**src/rtl/wrp_shff_rd_ctrl.sv**
```systemverilog
// wrp_shff_rd_ctrl: drains shuffle-buffer frames in transposed order to an AXI4-Stream via a credit-guarded skid FIFO
module wrp_shff_rd_ctrl #(
  parameter int DW = 128,
  parameter int BLK_BEATS = 8,
  parameter int NROW = 32,
  parameter int NCOL = 32,
  parameter int RD_LAT = 2,
  parameter int OFIFO_D = 4,
  localparam int AW = $clog2(NROW * NCOL * BLK_BEATS)
) (
  input  logic          clk,
  input  logic          srst,
  input  logic          buf_empty,
  output logic          buf_rdone,
  output logic          rd_en,
  output logic [AW-1:0] rd_addr,
  input  logic [DW-1:0] rd_data,
  output logic [DW-1:0] m_axis_tdata,
  output logic          m_axis_tvalid,
  output logic          m_axis_tlast,
  input  logic          m_axis_tready
);
  localparam int BW = $clog2(BLK_BEATS);
  localparam int RB = $clog2(NROW);
  localparam int CB = $clog2(NCOL);
  localparam int PW = $clog2(OFIFO_D);
  localparam int CW = $clog2(OFIFO_D + RD_LAT + 2) + 1;
  typedef enum logic [1:0] {IDLE, READ, HOLD} state_t;
  state_t state, state_nx;
  logic hold;
  logic [BW-1:0] beat;
  logic [RB+CB-1:0] rd_cnt;
  logic [RD_LAT-1:0] vld, lst;
  logic [DW-1:0] mem [OFIFO_D];
  logic [OFIFO_D-1:0] mem_last;
  logic [PW-1:0] wp, rp;
  logic [PW:0] cnt;
  logic issue, last_beat, push, pop;
  logic [CW-1:0] occ;
  assign push = vld[RD_LAT-1];
  assign pop = m_axis_tvalid && m_axis_tready;
  assign m_axis_tvalid = cnt != '0;
  assign m_axis_tdata = m_axis_tvalid ? mem[rp] : '0;
  assign m_axis_tlast = m_axis_tvalid && mem_last[rp];
  // occupancy counts every beat already destined for the FIFO, net of this cycle's pop
  always_comb begin
    occ = CW'(cnt) + CW'(rd_en) - CW'(pop);
    for (int i = 0; i < RD_LAT; i++) occ = occ + CW'(vld[i]);
    last_beat = beat == BW'(BLK_BEATS - 1);
    issue = state == READ && occ < CW'(OFIFO_D);
    state_nx = state == IDLE ? (buf_empty ? IDLE : READ)
             : state == READ ? (issue && last_beat ? HOLD : READ)
             : (hold ? IDLE : HOLD);
  end
  always_ff @(posedge clk) begin
    if (srst) begin
      state <= IDLE;
      hold <= 1'b0;
      beat <= '0;
      rd_cnt <= '0;
      rd_en <= 1'b0;
      rd_addr <= '0;
      buf_rdone <= 1'b0;
      vld <= '0;
      lst <= '0;
      wp <= '0;
      rp <= '0;
      cnt <= '0;
    end else begin
      state <= state_nx;
      hold <= state == HOLD && !hold;
      rd_en <= issue;
      buf_rdone <= issue && last_beat;
      vld <= RD_LAT'({vld, rd_en});
      lst <= RD_LAT'({lst, buf_rdone});
      if (issue) begin
        rd_addr <= {rd_cnt[RB-1:0], rd_cnt[RB+CB-1:RB], beat};
        beat <= beat + BW'(1);
        if (last_beat) rd_cnt <= rd_cnt + (RB+CB)'(1);
      end
      if (push) wp <= wp + PW'(1);
      if (pop) rp <= rp + PW'(1);
      cnt <= cnt + (PW+1)'(push) - (PW+1)'(pop);
    end
  end
  always_ff @(posedge clk) begin
    if (push) begin
      mem[wp] <= rd_data;
      mem_last[wp] <= lst[RD_LAT-1];
    end
  end
endmodule

```
**config.mk**
```make
export PLATFORM = sky130hd
export DESIGN_NAME = wrp_shff_rd_ctrl
export DESIGN_NICKNAME = d
export VERILOG_FILES = /design/src/rtl/wrp_shff_rd_ctrl.sv
export SDC_FILE = /design/constraint.sdc
export NUM_CORES = 1
export LEC_CHECK = 0
export ABC_CLOCK_PERIOD_IN_PS = 8800
export CAP_MARGIN = 20
export CORE_MARGIN = 2
export CORE_UTILIZATION = 30
export CTS_CLUSTER_DIAMETER = 100
export CTS_CLUSTER_SIZE = 40
export DETAILED_ROUTE_END_ITERATION = 8
export SLEW_MARGIN = 20
export SYNTH_ARGS = -nofsm -noshare
export SYNTH_HDL_FRONTEND = slang
export SYNTH_SLANG_ARGS = --single-unit
```
**constraint.sdc**
```tcl
create_clock -name clk -period 8.8 [get_ports clk]
set_input_delay 1.76 -clock clk [delete_from_list [all_inputs] [get_ports clk]]
set_output_delay 1.76 -clock clk [all_outputs]
set_load 0.005 [all_outputs]
```
* Word level (Yosys, flattened, before mapping)
Memories as Yosys holds them, arrays and structs flattened. A register that Yosys moved wholly into a read port is not among the register bits.
Cells that the tools add are included.
** Word-level totals
- Bits in writable memories :: 512
- Memories kept :: 1
- Output and inout bits :: 145
- Bits in registers :: 46
** Memory list
- mem :: depth 4, bits a word 128, read ports 1, clocked after Yosys merged registers in 1, write ports 1, line 34 : logic [DW-1:0] mem [OFIFO_D];
** Operators by class
- Muxes and demuxes :: 15
- Eq/ne operators :: 3
- Add/sub/neg operators :: 10
- Reductions and logical operators :: 10
- $lt $le $gt $ge :: 4
** Operator list (number)
- $mux W128 :: 1
- $mux W2 :: 6
- $add A10 B1 Y10 const B :: 1
- $add A4 B1 Y4 :: 2
- $logic_and A1 B1 Y1 :: 6
- $lt A2 B3 Y1 const B :: 2
- $mux W1 :: 5
- $add A2 B1 Y2 const B :: 2
- $add A3 B1 Y4 :: 1
- $bwmux W4 :: 1
- $lt A4 B3 Y1 const B :: 1
- $sub A4 B1 Y4 :: 1
- $add A3 B1 Y3 :: 1
- $add A3 B1 Y3 const B :: 1
- $eq A3 B3 Y1 const B :: 1
- $reduce_bool A3 Y1 :: 1
- $sub A3 B1 Y3 :: 1
- $bmux W1 S2 :: 1
- $demux W1 S2 :: 1
- $eq A2 B1 Y1 const B :: 1
- $eq A2 B2 Y1 const B :: 1
- $ge A2 B1 Y1 const B :: 1
- $logic_not A2 Y1 :: 1
- $reduce_and A2 Y1 :: 1
- $logic_not A1 Y1 :: 1

* Logic depth before layout (Yosys ltp)
- Word-level depth :: 11
- Gate-level depth with buffers :: 14
- Mapped depth without buffers :: 10

* Worst setup path after synthesis
Ideal clock, no wire load.
- Path type :: input to register
- Start :: input m_axis_tready
- End :: register rd_cnt[3]
- Slack :: 4.496 ns
- Buffers on the path :: 2
- Data arrival time :: 4.184 ns
- Cell stages on the path :: 11
- Library setup time :: 0.121 ns
- Cells stage by stage :: nand2_1 or2_2 nand2_1 fa_1 ha_1 a31oi_2 or4b_1 buf_2 buf_2 a211oi_1 mux2_2
** On the way
- Cells in the longest elaborated chain, start to end :: 7
** Ends and longest elaborated chain
- from (decl) :: line 21 : input logic m_axis_tready
- $logic_and A1 B1 Y1 :: line 41 : assign pop = m_axis_tvalid && m_axis_tready;
- $sub A4 B1 Y4 :: line 47 : occ = CW'(cnt) + CW'(rd_en) - CW'(pop);
- $add A4 B1 Y4 (2 in a row) :: line 48 : for (int i = 0; i < RD_LAT; i++) occ = occ + CW'(vld[i]);
- $lt A4 B3 Y1 :: line 50 : issue = state == READ && occ < CW'(OFIFO_D);
- $logic_and A1 B1 Y1 :: line 50
- $reduce_and A2 Y1 (no line)
- to (signal assigned) :: line 79 : if (last_beat) rd_cnt <= rd_cnt + (RB+CB)'(1);
- to (decl) :: line 32 : logic [RB+CB-1:0] rd_cnt;
No other way between the ends.
A chain may end at the register's enable or synchronous reset.

==> results.cfg <==
[status]
outcome = finished clean

[worst_setup_path]
cp.arrival_ns = 3.63
path_cells = buf_4, buf_16, mux4_2, and2_1, clkdlybuf4s50_1
path_class = reg2out
start_kind = flip-flop
critPathCaptureType = primary output
slowest_delay_ns = 0.97
path_max_fanout = 40
timing.rr.start = cnt[0]
crit_required_ns = 7.04
reg2reg_slack_ns = 4.49
r2r-end = rd_cnt[9]
reg2reg_depth = 10
slowest_stage = dfxtp_4

[layout]
fin_nets = 1442
num_antenna_cells = 0
fin_util_pct = 37.09
mostFrequentLayoutCells = edfxtp_1 (516), clkdlybuf4s50_1 (276), mux4_2 (129), and2_1 (129), dfxtp_1 (42)
drive_gt1_share_pct = 15.13
layout.cells.most_common = edfxtp_1
area_growth_pct = 21.90

[floorplanning]
floorplan.initialDensity_pct = 30.43
dieHeight_um = 271.0
die_x_um = 271.0
rows = 97
io_pins = 277
die-area_sq_um = 73420
core-area_sq_um = 70270

[clock_tree]
clk_latency_ns = 0.59
clk_path_buf_depth = 3
cts.sinks = 560
clk_pin_slew_worst_paths_ns = 0.13
cts_tree = done
clock-root-buffer = clkbuf_16
cts_buffers = 22
cts_resized = 0
h-tree-depth = 1
post-cts-setup-buffer-count = 0
cts_hold_buf = 0

[pwr]
clkPwrFrac_pct = 21.9
power_frac_seq_pct = 47.4
vdd_drop_max_v = 0.0002121
power_switching_mw = 1.777
p_leak_nw = 7.903
netSwitchingFraction_pct = 27.66
p_int_mw = 4.648
p_per_area_nw_per_um2 = 246.5
power_frac_comb_pct = 30.7

[detailed_routing]
vias = 10340
drc_errors = 0
wl_um = 45550
dr.pass1.iters = 6
antenna_left = 0
wl_per_cell_um = 20.26
viasPerCell = 4.599
drt_iter0_drc = 583

[global_route]
grt_pass1_vias = 11190
gr-total-overflow = 0
grt_pass1_wl_um = 69150
antenna_found_initial = 6
grt_use_total_pct = 12.23
grt_start_max_net_pins = 78

[sta]
post-route-period-util_pct = 61.29
setup_tns_ns = 0
hold_violations = 0
rsz0062_at_grt = false
period_needed_ns = 5.393
max_freq_mhz = 185.4
report.final.slew_viol_count = 0
final.setup_skew_ns = 0.03775
setup_viol = 0
worst-slew-pin-transition_ns = 1.024
maxSlewHeadroom_pct = 31.74

[place]
place_congestion = 0.7178
hpwl_um = 26600
portBuffers = 276

[min_path]
holdPathStages = 1
hp-class = reg2reg
hold_start = state[0]
min_to = hold

[synth]
syn_area_sq_um = 21380
syn_area_per_cell_sq_um = 20.68
synth_seq_cells = 560
synth.distinct_cells = 35
synth-edff-count = 516
ys_dominant_reg_cell = edfxtp_1
synth_nets = 1180
synth_cells = 1034
ys_seq_area_share_pct = 76.59
yosys_warnings = 0
async_flop_share_pct = 0

[job]
maxCapViolations = 0
==> cell type report <==
type                    count  area, sq um
multi-input cells         411         4763
inverters                   7        26.28
well taps                 940         1176
repair buffers            294         2918
fillers                  6422        44210
clock buffers              23        575.6
flip-flops and latches    560        16380
clock inverters            14        221.5
==> power by group through the flow <==
stage | Sequential, mW | Combinational [mW] | Clock (mW)
2_1_floorplan | 3.04 | 1.03 | 0
3_3_place_gp | 3.11 | 2.01 | 0
3_5_place_dp | 3.12 | 2.02 | 0
4_1_cts | 3.06 | 2.02 | 1.47
5_1_grt | 3.06 | 2.14 | 1.55
6_report | 3.05 | 1.97 | 1.41
==> synth_stat cells (5+ instances only) <==
cell type / n / area share [%]
nand2_1: 10 / 0.18
a21oi_1: 19 / 0.44
ha_1: 12 / 0.70
nor2_1: 18 / 0.32
mux2_2: 5 / 0.26
and2_1: 133 / 3.9
inv_1: 7 / 0.12
edfxtp_1: 516 / 72
clkbuf_1: 32 / 0.56
nor2b_1: 14 / 0.41
o21ai_0: 16 / 0.37
buf_1: 8 / 0.14
mux4_2: 129 / 14
nand3_1: 16 / 0.37
buf_2: 16 / 0.37
dfxtp_1: 44 / 4.1
==> worst max-delay path: cells and delay by family, from the launching register on <==
family                 cells  cell delay, ns
DFF                        1            0.97
muxes                      1            0.54
and+or+nand+nor            1            0.18
buffers and inverters      3            1.26
==> kinds of logic (layout without fill, tap and decap cells) <==
family / after synthesis / after routing / synth area share [%]
multiplexers: 141 / 141 / 14.20
buffers and inverters: 63 / 338 / 1.200
flip-flops: 560 / 560 / 76.59
AND/OR/NAND/NOR: 207 / 207 / 5.665
AO/OA/AOI/OAI: 44 / 44 / 1.247
XOR/XNOR: 5 / 5 / 0.2049
adder cells (fa/ha/maj): 14 / 14 / 0.8895
==> metrics by stage <==
step                cell area [sq um]  setup WS (ns)  hold slack (ns)  total power, mW  instances
global placement                25240          3.491           0.4240            5.123       2211
global route                    26060          3.078           0.4740            6.759       2249
finish                          26060          3.407           0.4496            6.425       2249
CTS                             26040          2.972           0.4513            6.553       2248
floorplan                       21380          4.496           0.4138            4.073       1034
detailed placement              25240          3.350           0.4265            5.134       2211
==> per-layer routing <==
metal | vias up | wire length [um] | track usage (%) | part of all wire (%)
met3 | 40 | 2048 | 2.290 | 4.5
met4 | 12 | 714 | 2.050 | 1.6
met1 | 5462 | 19430 | 15.58 | 43
li1 | 4622 | - | - | -
met2 | 208 | 23300 | 21.88 | 51
met5 | - | 67 | 0 | 0.15
==> sequential cells by signal (all words and copies together) (netlist names), named ones only <==
signal     cells
rp             2
state          2
rd_en          1
cnt            3
wp             2
mem_last       4
buf_rdone      1
rd_addr       13
mem          512
lst            2
beat           3
hold           1
vld            2
rd_cnt        10
==> worst max-delay path by stage <==
stage | from | to | slack [ns] | cells past startpoint
6_report | flip-flop | m_axis_tdata[47] | 3.41 | 5
3_3_place_gp | m_axis_tready | rd_cnt[6] | 3.49 | 9
4_1_cts | flip-flop | m_axis_tdata[47] | 2.97 | 4
2_1_floorplan | m_axis_tready | rd_cnt[3] | 4.50 | 11
5_1_grt | flip-flop | m_axis_tdata[47] | 3.08 | 5
3_5_place_dp | m_axis_tready | rd_cnt[9] | 3.35 | 9
Power figures use the tool's default switching activity.
